--- src/rtl/datamover_pkg.sv ---
// Shared definitions for the DataMover S2MM write controller:
// command field layout, status bits, FSM encoding, command builder.
package datamover_pkg;

  localparam int CMD_W     = 104;
  localparam int TAG_LSB   = 96;
  localparam int TAG_W     = 4;
  localparam int SADDR_LSB = 32;
  localparam int SADDR_W   = 64;
  localparam int EOF_BIT   = 30;
  localparam int TYPE_BIT  = 23;
  localparam int BTT_W     = 23;

  localparam int STS_OKAY   = 7;
  localparam int STS_SLVERR = 6;
  localparam int STS_DECERR = 5;
  localparam int STS_INTERR = 4;
  localparam int STS_TAG_W  = 4;

  typedef enum logic [1:0] {
    IDLE  = 2'd0,
    ISSUE = 2'd1,
    DRAIN = 2'd2,
    DONE  = 2'd3
  } wr_state_e;

  function automatic logic [CMD_W-1:0] build_cmd(
    input logic [TAG_W-1:0]   tag,
    input logic [SADDR_W-1:0] saddr,
    input logic [BTT_W-1:0]   btt
  );
    logic [CMD_W-1:0] c;
    c = '0;
    c[TAG_LSB +: TAG_W]     = tag;
    c[SADDR_LSB +: SADDR_W] = saddr;
    c[EOF_BIT]              = 1'b1;
    c[TYPE_BIT]             = 1'b1;
    c[BTT_W-1:0]            = btt;
    return c;
  endfunction

endpackage

--- src/rtl/dm_cmd_fifo.sv ---
// Small FIFO of in-flight commands {tag, btt}, pushed on command
// accept and popped when the matching status beat retires.
module dm_cmd_fifo #(
  parameter int DEPTH = 4,
  parameter int W     = 27
) (
  input  logic         clk,
  input  logic         rst,
  input  logic         push,
  input  logic [W-1:0] din,
  input  logic         pop,
  output logic [W-1:0] dout,
  output logic         full,
  output logic         empty
);

  localparam int AW = (DEPTH > 1) ? $clog2(DEPTH) : 1;
  localparam int CW = $clog2(DEPTH + 1);
  localparam logic [AW-1:0] LAST = AW'(DEPTH - 1);

  logic [W-1:0]  mem [DEPTH];
  logic [AW-1:0] wp;
  logic [AW-1:0] rp;
  logic [CW-1:0] cnt;
  logic          do_push;
  logic          do_pop;

  assign do_push = push && !full;
  assign do_pop  = pop && !empty;
  assign dout    = mem[rp];
  assign full    = (cnt == CW'(DEPTH));
  assign empty   = (cnt == '0);

  // entry storage, no reset needed
  always_ff @(posedge clk) begin
    if (do_push) mem[wp] <= din;
  end

  // pointers and occupancy
  always_ff @(posedge clk or posedge rst) begin
    if (rst) begin
      wp  <= '0;
      rp  <= '0;
      cnt <= '0;
    end else begin
      if (do_push) wp <= (wp == LAST) ? '0 : wp + 1'b1;
      if (do_pop)  rp <= (rp == LAST) ? '0 : rp + 1'b1;
      if (do_push && !do_pop)      cnt <= cnt + 1'b1;
      else if (do_pop && !do_push) cnt <= cnt - 1'b1;
    end
  end

endmodule

--- src/rtl/datamover_wr_ctrl.sv ---
// S2MM command/status controller: splits a byte region into
// CHUNK-sized tagged write commands and retires their status beats.
module datamover_wr_ctrl #(
  parameter int CHUNK       = 4096,
  parameter int MAX_OUTS    = 4,
  parameter int SYNC_STAGES = 2
) (
  input  logic          axis_clk,
  input  logic          axis_rst,
  input  logic [63:0]   ddr_address,
  input  logic [63:0]   data_size,
  input  logic          start,
  output logic          finish,
  output logic          busy,
  output logic          error,
  output logic [103:0]  S_AXIS_S2MM_CMD_tdata,
  output logic          S_AXIS_S2MM_CMD_tvalid,
  input  logic          S_AXIS_S2MM_CMD_tready,
  input  logic [7:0]    M_AXIS_S2MM_STS_tdata,
  input  logic          M_AXIS_S2MM_STS_tkeep,
  input  logic          M_AXIS_S2MM_STS_tlast,
  input  logic          M_AXIS_S2MM_STS_tvalid,
  output logic          M_AXIS_S2MM_STS_tready,
  output logic [63:0]   wr_addr,
  output logic [63:0]   done_cnt,
  output logic [1:0]    state
);
  import datamover_pkg::*;

  localparam logic [BTT_W-1:0] CHUNK_BTT = BTT_W'(CHUNK);
  localparam logic [3:0]       MAX_O     = 4'(MAX_OUTS);
  localparam int               FW        = TAG_W + BTT_W;

  logic [SYNC_STAGES-1:0] start_sh;
  logic [63:0]            addr_sh [SYNC_STAGES];
  logic [63:0]            size_sh [SYNC_STAGES];
  logic                   start_d;
  logic                   start_edge;
  logic [63:0]            size_s;

  wr_state_e        st_q;
  wr_state_e        st_d;
  logic [63:0]      addr_q;
  logic [63:0]      rem_q;
  logic [63:0]      done_q;
  logic [3:0]       tag_q;
  logic [3:0]       outs_q;
  logic             err_q;
  logic             rdy_q;
  logic [BTT_W-1:0] btt;
  logic             last_cmd;
  logic             go;
  logic             accept;
  logic             retire;
  logic             drop;
  logic             bad_sts;
  logic [FW-1:0]    head;
  logic             f_full;
  logic             f_empty;
  logic             unused_sts;

  assign size_s     = size_sh[SYNC_STAGES-1];
  assign start_edge = start_sh[SYNC_STAGES-1] && !start_d;
  assign go         = start_edge && (st_q == IDLE);

  assign btt = (rem_q < 64'(CHUNK)) ? rem_q[BTT_W-1:0]
                                    : CHUNK_BTT;
  assign last_cmd = (rem_q <= 64'(CHUNK));

  assign accept = S_AXIS_S2MM_CMD_tvalid
               && S_AXIS_S2MM_CMD_tready;
  assign retire = M_AXIS_S2MM_STS_tvalid && rdy_q
               && M_AXIS_S2MM_STS_tlast
               && (outs_q != '0) && !f_empty;
  assign drop   = M_AXIS_S2MM_STS_tvalid && rdy_q
               && (outs_q == '0);
  assign bad_sts = retire
    && ((head[FW-1:BTT_W] != M_AXIS_S2MM_STS_tdata[3:0])
     || !M_AXIS_S2MM_STS_tdata[STS_OKAY]);

  assign S_AXIS_S2MM_CMD_tdata = S_AXIS_S2MM_CMD_tvalid
    ? build_cmd(tag_q, addr_q, btt) : '0;

  assign M_AXIS_S2MM_STS_tready = rdy_q;
  assign wr_addr  = addr_q;
  assign done_cnt = done_q;
  assign error    = err_q;
  assign state    = st_q;

  assign unused_sts = &{1'b0, M_AXIS_S2MM_STS_tkeep,
                        M_AXIS_S2MM_STS_tdata[6:4]};

  dm_cmd_fifo #(
    .DEPTH (MAX_OUTS),
    .W     (FW)
  ) u_fifo (
    .clk   (axis_clk),
    .rst   (axis_rst),
    .push  (accept),
    .din   ({tag_q, btt}),
    .pop   (retire),
    .dout  (head),
    .full  (f_full),
    .empty (f_empty)
  );

  // bring start and the job parameters into this clock domain
  always_ff @(posedge axis_clk or posedge axis_rst) begin
    if (axis_rst) begin
      start_sh <= '0;
      start_d  <= 1'b0;
      for (int i = 0; i < SYNC_STAGES; i++) begin
        addr_sh[i] <= '0;
        size_sh[i] <= '0;
      end
    end else begin
      start_sh[0] <= start;
      addr_sh[0]  <= ddr_address;
      size_sh[0]  <= data_size;
      for (int i = 1; i < SYNC_STAGES; i++) begin
        start_sh[i] <= start_sh[i-1];
        addr_sh[i]  <= addr_sh[i-1];
        size_sh[i]  <= size_sh[i-1];
      end
      start_d <= start_sh[SYNC_STAGES-1];
    end
  end

  // next state and handshake/status outputs
  always_comb begin
    st_d   = st_q;
    finish = 1'b0;
    busy   = 1'b0;
    S_AXIS_S2MM_CMD_tvalid = 1'b0;
    unique case (1'b1)
      (st_q == IDLE): begin
        if (start_edge)
          st_d = (size_s != '0) ? ISSUE : DONE;
      end
      (st_q == ISSUE): begin
        busy = 1'b1;
        S_AXIS_S2MM_CMD_tvalid = (outs_q < MAX_O)
                              && !f_full;
        if (S_AXIS_S2MM_CMD_tvalid
            && S_AXIS_S2MM_CMD_tready && last_cmd)
          st_d = DRAIN;
      end
      (st_q == DRAIN): begin
        busy = 1'b1;
        if (outs_q == '0) st_d = DONE;
      end
      (st_q == DONE): begin
        finish = 1'b1;
        st_d   = IDLE;
      end
      default: ;
    endcase
  end

  // job state: address, remaining bytes, tags, in-flight count
  always_ff @(posedge axis_clk or posedge axis_rst) begin
    if (axis_rst) begin
      st_q   <= IDLE;
      addr_q <= '0;
      rem_q  <= '0;
      done_q <= '0;
      tag_q  <= '0;
      outs_q <= '0;
      err_q  <= 1'b0;
      rdy_q  <= 1'b0;
    end else begin
      st_q  <= st_d;
      rdy_q <= 1'b1;
      if (go) begin
        addr_q <= addr_sh[SYNC_STAGES-1];
        rem_q  <= size_s;
        tag_q  <= '0;
      end else if (accept) begin
        addr_q <= addr_q + 64'(btt);
        rem_q  <= rem_q - 64'(btt);
        tag_q  <= tag_q + 1'b1;
      end
      if (go)
        done_q <= '0;
      else if (retire)
        done_q <= done_q + 64'(head[BTT_W-1:0]);
      if (accept && !retire)      outs_q <= outs_q + 1'b1;
      else if (retire && !accept) outs_q <= outs_q - 1'b1;
      err_q <= (go ? 1'b0 : err_q) | bad_sts | drop;
    end
  end

endmodule

--- config.mk ---
export PLATFORM = sky130hd
export DESIGN_NAME = datamover_wr_ctrl
export DESIGN_NICKNAME = d
export VERILOG_FILES = /design/src/rtl/datamover_pkg.sv /design/src/rtl/dm_cmd_fifo.sv /design/src/rtl/datamover_wr_ctrl.sv
export SDC_FILE = /design/constraint.sdc
export NUM_CORES = 1
export LEC_CHECK = 0
export BUFFER_PORTS_ARGS = -buffer_cell sky130_fd_sc_hd__clkbuf_2
export CELL_PAD_IN_SITES_DETAIL_PLACEMENT = 1
export CELL_PAD_IN_SITES_GLOBAL_PLACEMENT = 2
export CORE_UTILIZATION = 41
export DETAILED_ROUTE_END_ITERATION = 7
export PLACE_DENSITY_LB_ADDON = 0.08
export SETUP_SLACK_MARGIN = 0.4
export SLEW_MARGIN = 20
export SYNTH_ARGS = -nofsm -noshare
export SYNTH_HDL_FRONTEND = slang
export SYNTH_HIERARCHICAL = 1
export SYNTH_SLANG_ARGS = --single-unit
--- constraint.sdc ---
create_clock -name axis_clk -period 32.2 [get_ports axis_clk]
set_input_delay 1.61 -clock axis_clk [delete_from_list [all_inputs] [get_ports axis_clk]]
set_output_delay 1.61 -clock axis_clk [all_outputs]
set_load 0.02 [all_outputs]
* Word-level counts from Yosys, hierarchy flattened
Memory sizes are Yosys's and may differ from the RTL's. Index checks and enable logic that the tools add are counted. W data, S select, Z words.
Cells by class: $add $sub $neg 10, multiplexer cells 27, $lt $le $gt $ge 3, bitwise gates (word level) 2, reduce and logical (&&, ||, !) cells 39, equality and inequality tests 10
Operators with widths (number):
- $mux W64 | 6
- $add A64 B23 Y64 | 2
- $mux W100 | 1
- $le A64 B13 Y1 const B | 1
- $lt A64 B13 Y1 const B | 1
- $reduce_bool A64 Y1 | 1
- $sub A64 B23 Y64 | 1
- $mux W23 | 1
- $logic_and A1 B1 Y1 | 18
- $mux W4 | 4
- $mux W2 | 6
- $add A4 B1 Y4 const B | 2
- $eq A2 B2 Y1 const B | 4
- $logic_not A1 Y1 | 8
- $pmux W2 S4 | 1
- $reduce_bool A2 Y1 | 4
- $reduce_bool A4 Y1 | 2
- $mux W1 | 6
- $mux W3 | 2
- $add A2 B1 Y2 const B | 2
- $logic_not A4 Y1 | 1
- $lt A4 B3 Y1 const B | 1
- $ne A2 B2 Y1 const B | 2
- $ne A4 B4 Y1 | 1
- 12 further kinds | 13
Storage, ports and cells: memories kept 1, logic and storage cells 109, RAM bits 108, bits in registers 470
Memories:
- u_fifo.mem | words 4, bits a word 27, read ports 1, clocked after memory_dff 0, write ports 1, RTL line dm_cmd_fifo.sv:21 | logic [W-1:0] mem [DEPTH];

* Longest topological paths before layout
Gate-level depths: netlist (run 1).
depth in word-level cells 10, mapped depth 20, mapped depth without buffers 16

* Cells and area by module
Netlist (run 1), hierarchy kept.
By module, submodules not included:
- datamover_wr_ctrl | seq. area each 11586.1 um^2, cells an instance 1880, area an instance 19997.9 um^2, times used 1
- dm_cmd_fifo | seq. area each 3418.3 um^2, cells an instance 179, area an instance 4340.4 um^2, times used 1

* Worst setup path before layout (run 1)
No wires, ideal clock.
kind register to register, start reg rem_q[48], end reg addr_q[30] (netlist: wr_addr[30]), required time 32.063 ns, slack 26.932 ns, library setup time 0.137 ns, cell stages (with the launch flop) 19, data arrival time 5.131 ns, period minus slack after synthesis 5.268 ns, cell sequence dfrtp_1 -> or4_4 -> or4_4 -> or4_4 -> nor3b_4 -> buf_4 -> clkbuf_1 -> and2_1 -> ha_1 -> a211oi_1 -> o21ai_0 -> and4_1 -> o31ai_1 -> o21ai_0 -> a21o_1 -> clkbuf_1 -> nand4_1 -> xor2_1 -> a21oi_1
Between the ends: longest elaborated chain between the ends 5
RTL lines:
- from (decl) | RTL line datamover_wr_ctrl.sv:44 | logic [63:0] rem_q;
- from (signal assigned) | RTL line datamover_wr_ctrl.sv:176 | rem_q <= size_s;
- from (signal assigned) | RTL line datamover_wr_ctrl.sv:180 | rem_q <= rem_q - 64'(btt);
- $lt A64 B13 Y1 | RTL line datamover_wr_ctrl.sv:66 | assign btt = (rem_q < 64'(CHUNK)) ? rem_q[BTT_W-1:0]
- $mux W23 | RTL line datamover_wr_ctrl.sv:66
- named net btt[2] | RTL line datamover_wr_ctrl.sv:50 | logic [BTT_W-1:0] btt;
- $add A64 B23 Y64 | RTL line datamover_wr_ctrl.sv:179 | addr_q <= addr_q + 64'(btt);
- $mux W64 | RTL line datamover_wr_ctrl.sv:178 | end else if (accept) begin
- $mux W64 | RTL line datamover_wr_ctrl.sv:174 | if (go) begin
- to (signal assigned) | RTL line datamover_wr_ctrl.sv:175 | addr_q <= addr_sh[SYNC_STAGES-1];
- to (signal assigned) | RTL line datamover_wr_ctrl.sv:179
- to (decl) | RTL line datamover_wr_ctrl.sv:43 | logic [63:0] addr_q;
The timed path passes the listed nets, and every way through them passes these cells. The select of a mux whose other input is x is not followed. A chain may end at the register's enable or synchronous reset.

* Worst setup path in the final report (run 1)
start reg rem_q[48], end reg addr_q[34] (netlist: wr_addr[34])
Same word-level chain as after synthesis.

==> results of run 1 <==
[cells by family after synthesis]
| group | Yosys count | share of synthesized area |
|---|---|---|
| AOI/OAI and AO/OA | 339 | 0.08061 |
| xor gates and xnor gates | 174 | 0.06262 |
| adders and majority gates | 65 | 0.03465 |
| buffers and inverters | 135 | 0.02576 |
| DFF | 578 | 0.6165 |
| muxes | 36 | 0.02935 |
| other | 2 | 0.0003086 |
| and+or+nand+nor | 730 | 0.1502 |
[path summary, 6_finish.rpt]
kind	startpoint	end	slack, ns	cells past startpoint
min reg2reg	size_sh[70]$_DFF_PP0_	size_s[6]$_DFF_PP0_	0.34	0
min	size_sh[70]$_DFF_PP0_	size_s[6]$_DFF_PP0_	0.34	0
min in group asynchronous	axis_rst	u_fifo/rp[0]$_DFFE_PP0P_	1.01	2
max	rem_q[48]$_DFFE_PP0P_	wr_addr[34]$_DFFE_PP0P_	25.91	16
max in group asynchronous	axis_rst	addr_sh[108]$_DFF_PP0_	28.80	4
max reg2reg	rem_q[48]$_DFFE_PP0P_	wr_addr[34]$_DFFE_PP0P_	25.91	16
[power groups by stage]
| stage | Combinational, W | Clock (W) | Sequential, W |
|---|---|---|---|
| 2_1_floorplan | 0.000512 | 0 | 0.00104 |
| 3_3_place_gp | 0.000766 | 0 | 0.00103 |
| 3_5_place_dp | 0.000787 | 0 | 0.00104 |
| 4_1_cts | 0.000792 | 0.000766 | 0.00103 |
| 5_1_grt | 0.000877 | 0.000791 | 0.00105 |
| 6_report | 0.000784 | 0.000742 | 0.00102 |
[registers in the layout, summed over array words and instances (netlist names)]
| signal | flops |
|---|---|
| u_fifo/wp | 2 |
| rem_q | 64 |
| size_s | 64 |
| wr_addr | 64 |
| start_d | 1 |
| done_cnt | 64 |
| tag_q | 4 |
| error | 1 |
| size_sh | 64 |
| addr_sh | 128 |
| u_fifo/cnt | 3 |
| u_fifo/mem | 108 |
| state | 2 |
| start_sh | 2 |
| M_AXIS_S2MM_STS_tready | 1 |
| outs_q | 4 |
| u_fifo/rp | 2 |
[synthesized netlist by cell type, drive strengths merged (10+ instances only)]
| library cell | instances |
|---|---|
| nor4 | 41 |
| dfrtp | 470 |
| buf | 40 |
| nand3 | 51 |
| a21o | 18 |
| inv | 27 |
| edfxtp | 108 |
| nand4 | 43 |
| a21oi | 110 |
| a211oi | 10 |
| and3 | 49 |
| xor2 | 98 |
| nor3 | 33 |
| or4 | 14 |
| ha | 61 |
| and2 | 92 |
| nand2 | 216 |
| a31oi | 15 |
| or3 | 13 |
| nor2 | 147 |
| mux4 | 27 |
| xnor2 | 76 |
| clkbuf | 68 |
| o21ai | 133 |
[cell type report]
type | count | area (um2) | area share
Tap cell | 765 | 957.2 | 0.03273
Clock buffer | 93 | 1906 | 0.06517
Timing Repair Buffer | 376 | 1977 | 0.06761
Antenna cell | 3 | 7.507 | 0.0002567
Clock inverter | 25 | 262.8 | 0.008985
Inverter | 27 | 108.9 | 0.003723
Multi-Input combinational cell | 1417 | 9019 | 0.3084
Sequential cell | 578 | 15000 | 0.5131
[through the flow]
| stage | setup slack (ns) | power [W] | util | instance area [um2] | cells |
|---|---|---|---|---|---|
| after floorplan | 17.68 | 0.001555 | - | 24600 | 2130 |
| after global placement | 25.79 | 0.001797 | 0.4650 | 27030 | 3162 |
| after detailed placement | 25.66 | 0.001827 | 0.4650 | 27030 | 3162 |
| after CTS | 25.60 | 0.002587 | 0.5023 | 29200 | 3280 |
| after global routing | 25.43 | 0.002713 | 0.5029 | 29240 | 3283 |
| final | 25.91 | 0.002550 | 0.5030 | 29240 | 3284 |
[routing by layer]
| layer | GRT usage | vias up | routed length [um] |
|---|---|---|---|
| li1 | - | 7946 | - |
| met1 | 0.2870 | 8559 | 27710 |
| met2 | 0.3765 | 323 | 32580 |
| met3 | 0.03372 | 105 | 2488 |
| met4 | 0.07052 | 6 | 1636 |
| met5 | 0 | - | 48 |
==> impl_metrics.env, run 1 <==
export IMPL_status="completed"
export IMPL_async_reset_ff_frac=0.8131
export IMPL_combPwrFrac=0.307
export IMPL_hold_viol=0
export IMPL_core_area_um2=58140
export IMPL_numCtsBuffers=66
export IMPL_portBuffers=356
export IMPL_area_delta_synth_final_pct=20.15
export IMPL_drv_cap=0
export IMPL_skew_ns=0.01995
export IMPL_cpPeakStageDelay_ns=0.70
export IMPL_drc=0
export IMPL_wl_per_cell_um=19.63
export IMPL_start_util=0.4186
export IMPL_worst_ir_drop_vdd_mv=0.05291
export IMPL_power_density_nw_per_um2=87.22
export IMPL_synth_area_per_cell_um2=11.82
export IMPL_rsz0062_at_grt="false"
export IMPL_htreeDepth=3
export IMPL_syn_cell_area_um2=24340
export IMPL_crit_type="register to register"
export IMPL_synth_edff_count=108
export IMPL_crit_buf_inv=1
export IMPL_yosysUniqueCellTypes=74
export IMPL_synth_cells=2059
export IMPL_place_hpwl_um=44830
export IMPL_min_delay_path_class="register to register"
export IMPL_yosys_top_cells_area="dfrtp_1 48%, edfxtp_1 13%, xor2_1 3.5%, nand2_1 3.3%, ha_1 3.1%"
export IMPL_mostFrequentLayoutCells="470 x dfrtp_1, 356 x clkbuf_2, 215 x nand2_1"
export IMPL_fp_row_count=88
export IMPL_synth_top_area_cell="dfrtp_1"
export IMPL_cts_buffer_depth=3
export IMPL_die_x_um=245.6
export IMPL_nets=2674
export IMPL_die_area_um2=60340
export IMPL_p_int_w=0.001623
export IMPL_first_iter_violations=690
export IMPL_crit_top_cell="or4_4"
export IMPL_pin_count=382
export IMPL_holdWs_ns=0.3426
export IMPL_cts_setup_buffers=0
export IMPL_synth_top_flop_cell="dfrtp_1"
export IMPL_worst_pin_slew_ns=0.9050
export IMPL_drt_vias_per_instance=5.158
export IMPL_fmax_mhz=158.9
export IMPL_yosys_area_top_type_share=0.4832
export IMPL_grt_pass1_vias=18430
export IMPL_drive_gt1_frac=0.2166
export IMPL_grt_max_degree=262
export IMPL_finalCritPeriodShare=0.1954
export IMPL_synth_seq_cells=578
export IMPL_grt_pass1_wl_um=103100
export IMPL_critical_path_required_ns=32.65
export IMPL_place_congestion=0.8146
export IMPL_p_leak_nw=12.93
export IMPL_grt_overflow=0
export IMPL_seq_area_frac_synth=0.6165
export IMPL_tns_ns=0
export IMPL_cp_end_kind="register"
export IMPL_cts_sinks=578
export IMPL_drt_wl_total_um=64460
export IMPL_drt_pass1_iter_count=4
export IMPL_p_seq_frac=0.402
export IMPL_cts_hold_buf=0
export IMPL_p_sw_frac=0.3637
export IMPL_arrival_ns=6.74
export IMPL_layout_commonest_cell="dfrtp_1"
export IMPL_clock_latency_ns=0.60
export IMPL_cts_clk_slew_worst_paths_ns=0.06
export IMPL_p_sw_w=0.0009277
export IMPL_cts_tree="done"
export IMPL_period_needed_ns=6.292
export IMPL_grt_antenna_before_repair=5
export IMPL_die_h_um=245.6
export IMPL_post_cts_resized=0
export IMPL_n_fill_cell=6265
export IMPL_track_usage=0.2204
export IMPL_finalSetupViolCount=0
export IMPL_yosys_warnings=6
export IMPL_vias=16940
export IMPL_start_kind="register"
export IMPL_postRouteAntennaNets=0
export IMPL_cp_slowest_cell="o31ai_1"
export IMPL_crit_family="simple AND/OR/NAND/NOR gates"
export IMPL_slew_headroom=0.3967
export IMPL_crit_chain="or4_4 > or4_4 > or4_4 > nor3b_4 > buf_4 > and2_1 > ha_1 > a211oi_1 > o21ai_0 > and4_1 > o31ai_1 > o21ai_0 > a21o_1 > nand4_1 > xor2_1 > a21oi_1"
export IMPL_clock_power_share=0.291
export IMPL_cp_max_fo=37
export IMPL_cts_root_buf="clkbuf_16"
export IMPL_slew_viol_final=0
Note: power is estimated with default switching activity, not from simulation.
==> run 2, diff against run 1 <==
Settings changed: CORE_UTILIZATION 41 to 34.
Clock period 32.2 ns to 5.5 ns, I/O delays scaled along.
==> run 2 against run 1 <==
Compared with the run above:
- critical path depth rose by 6
- clock power rose to 6.3 times the previous value
- final cell count rose by 11%
==> impl_metrics.env, run 2 (synthesis gave the netlist of run 1 again) <==
export IMPL_numCtsBuffers=68
export IMPL_busiest_layer="met2"
export IMPL_fin_util=0.4487
export IMPL_cts_root_buf="clkbuf_16"
export IMPL_pin_count=382
export IMPL_mostFrequentLayoutCells="470 x dfrtp_1, 356 x clkbuf_2, 215 x nand2_1"
export IMPL_top_register="addr_sh"
export IMPL_largest_register_ffs=128
export IMPL_power_w=0.01561
export IMPL_core_area_um2=70390
export IMPL_drt_pass1_iter_count=4
export IMPL_finalSetupViolCount=0
export IMPL_r2r_start="rem_q[49]$_DFFE_PP0P_"
export IMPL_worstHoldEndpoint="error$_DFF_PP0_"
export IMPL_cts_sinks=578
export IMPL_min_delay_path_class="input pin to register"
export IMPL_slew_viol_final=0
export IMPL_cts_clk_slew_worst_paths_ns=0.06
export IMPL_top_regs="addr_sh: 128 flops, u_fifo/mem: 108 flops"
export IMPL_dp_slack_ns=-0.1011
export IMPL_hold_viol=0
export IMPL_grt_overflow=0
export IMPL_slew_headroom=0.3798
export IMPL_met2_usage=0.3308
export IMPL_drive_gt1_frac=0.2307
export IMPL_met1_usage=0.2494
export IMPL_grt_max_degree=210
export IMPL_cts_tree="done"
export IMPL_cp_max_fo=9
export IMPL_worst_ir_drop_vdd_mv=0.2685
export IMPL_critical_path_required_ns=5.95
export IMPL_layout_commonest_cell="dfrtp_1"
export IMPL_rsz0062_at_grt="true"
export IMPL_hold_depth=4
export IMPL_clock_latency_ns=0.61
export IMPL_drv_cap=0
export IMPL_wl_per_cell_um=19.18
export IMPL_start_util=0.3458
export IMPL_skew_ns=0.02457
export IMPL_place_hpwl_um=47150
export IMPL_area_delta_synth_final_pct=29.78
export IMPL_reg2reg_depth=22
export IMPL_postRouteAntennaNets=0
export IMPL_fp_row_count=97
export IMPL_power_density_nw_per_um2=494.1
export IMPL_grt_util_met3=0.02796
export IMPL_place_area_um2=27480
export IMPL_tns_ns=0
export IMPL_fmax_mhz=202.4
export IMPL_vias=17580
export IMPL_cts_buffer_depth=3
export IMPL_first_iter_violations=814
export IMPL_drt_wl_total_um=69620
export IMPL_finalCritPeriodShare=0.8985
export IMPL_drc=0
export IMPL_grt_pass1_wl_um=109500
export IMPL_p_leak_nw=13.82
export IMPL_die_area_um2=72660
export IMPL_htreeDepth=3
export IMPL_r2r_end="wr_addr[44]$_DFFE_PP0P_"
export IMPL_drt_vias_per_instance=4.843
export IMPL_start_kind="register"
export IMPL_cp_end_kind="register"
export IMPL_portBuffers=356
export IMPL_period_needed_ns=4.942
export IMPL_n_fill_cell=7626
export IMPL_hp_start="M_AXIS_S2MM_STS_tdata[7]"
export IMPL_nets=2840
export IMPL_die_x_um=269.6
export IMPL_reg2reg_slack_ns=0.56
export IMPL_place_congestion=0.8154
export IMPL_status="completed"
export IMPL_fin_ws_ns=0.5583
export IMPL_crit_type="register to register"
export IMPL_arrival_ns=5.39
export IMPL_grt_antenna_before_repair=2
export IMPL_worst_pin_slew_ns=0.9303
export IMPL_track_usage=0.1918
export IMPL_grt_pass1_vias=19090
export IMPL_die_h_um=269.6
export IMPL_stdcell_area_um2=31590
-- run 2: critical path: stages, from the launching register on --
cell and delay [ns]:
dfrtp_1 0.42, or4_4 0.55, or4_4 0.47, or4_4 0.49
nor3b_4 0.26, buf_12 0.14, buf_12 0.09, clkbuf_16 0.13
buf_6 0.12, and2_4 0.17, ha_4 0.22, o21a_1 0.18
a21oi_2 0.18, a21oi_2 0.10, o31ai_4 0.30, buf_6 0.16
o22ai_4 0.06, a311oi_2 0.20, buf_4 0.21, buf_6 0.11
nor2_4 0.03, xnor2_2 0.12, o21ai_1 0.07
-- run 2: layer usage --
| layer | share of wire | routed length [um] |
|---|---|---|
| met1 | 0.45 | 31430 |
| met2 | 0.49 | 34310 |
| met3 | 0.030 | 2123 |
| met4 | 0.025 | 1740 |
| met5 | 0.00011 | 8 |
-- run 2: worst max path at each step --
stage	slack, ns	cells after the start	to	start
CTS	0.41	19	wr_addr[56]$_DFFE_PP0P_	rem_q[49]$_DFFE_PP0P_
detailed placement	-0.10	17	wr_addr[60]$_DFFE_PP0P_	rem_q[48]$_DFFE_PP0P_
global route	0.26	20	wr_addr[56]$_DFFE_PP0P_	rem_q[49]$_DFFE_PP0P_
floorplan	-1.04	1	M_AXIS_S2MM_STS_tready$_DFF_PP0_	axis_rst
finish	0.56	22	wr_addr[44]$_DFFE_PP0P_	rem_q[49]$_DFFE_PP0P_
global placement	0.01	17	wr_addr[34]$_DFFE_PP0P_	rem_q[48]$_DFFE_PP0P_
-- run 2: area by class of cell --
cell class                      count  area, um2  area share
Antenna cell                        1      2.502  0.00007922
Clock buffer                      100       2046     0.06477
Clock inverter                     26      327.8     0.01038
Inverter                           27      105.1    0.003327
Multi-Input combinational cell   1418       9289      0.2941
Sequential cell                   578      15000      0.4750
Tap cell                          940       1176     0.03724
Timing Repair Buffer              539       3636      0.1151
-- run 2: what timing repair did --
item / in CTS / in global routing
endpoints found under the setup margin: 48 / 45
endpoints found under the hold margin: 158 / 0
hold buffers: 131 / 0
pin swaps: 5 / 9
setup buffers: 2 / 8
gates cloned: 0 / 2
gates resized for setup: 16 / 51
-- run 2: stage by stage --
step           std cells  hold WS [ns]
2_1_floorplan       2130       0.07840
6_report            3629       0.06548
4_1_cts             3618       0.04290
3_5_place_dp        3359        0.2677
5_1_grt             3629       0.09360
3_3_place_gp        3359        0.2598
-- run 2: power by group --
part,switching [W],internal (W)
registers,0.000920,0.00511
clock network,0.00187,0.00284
logic,0.00288,0.00200
total,0.00566,0.00994
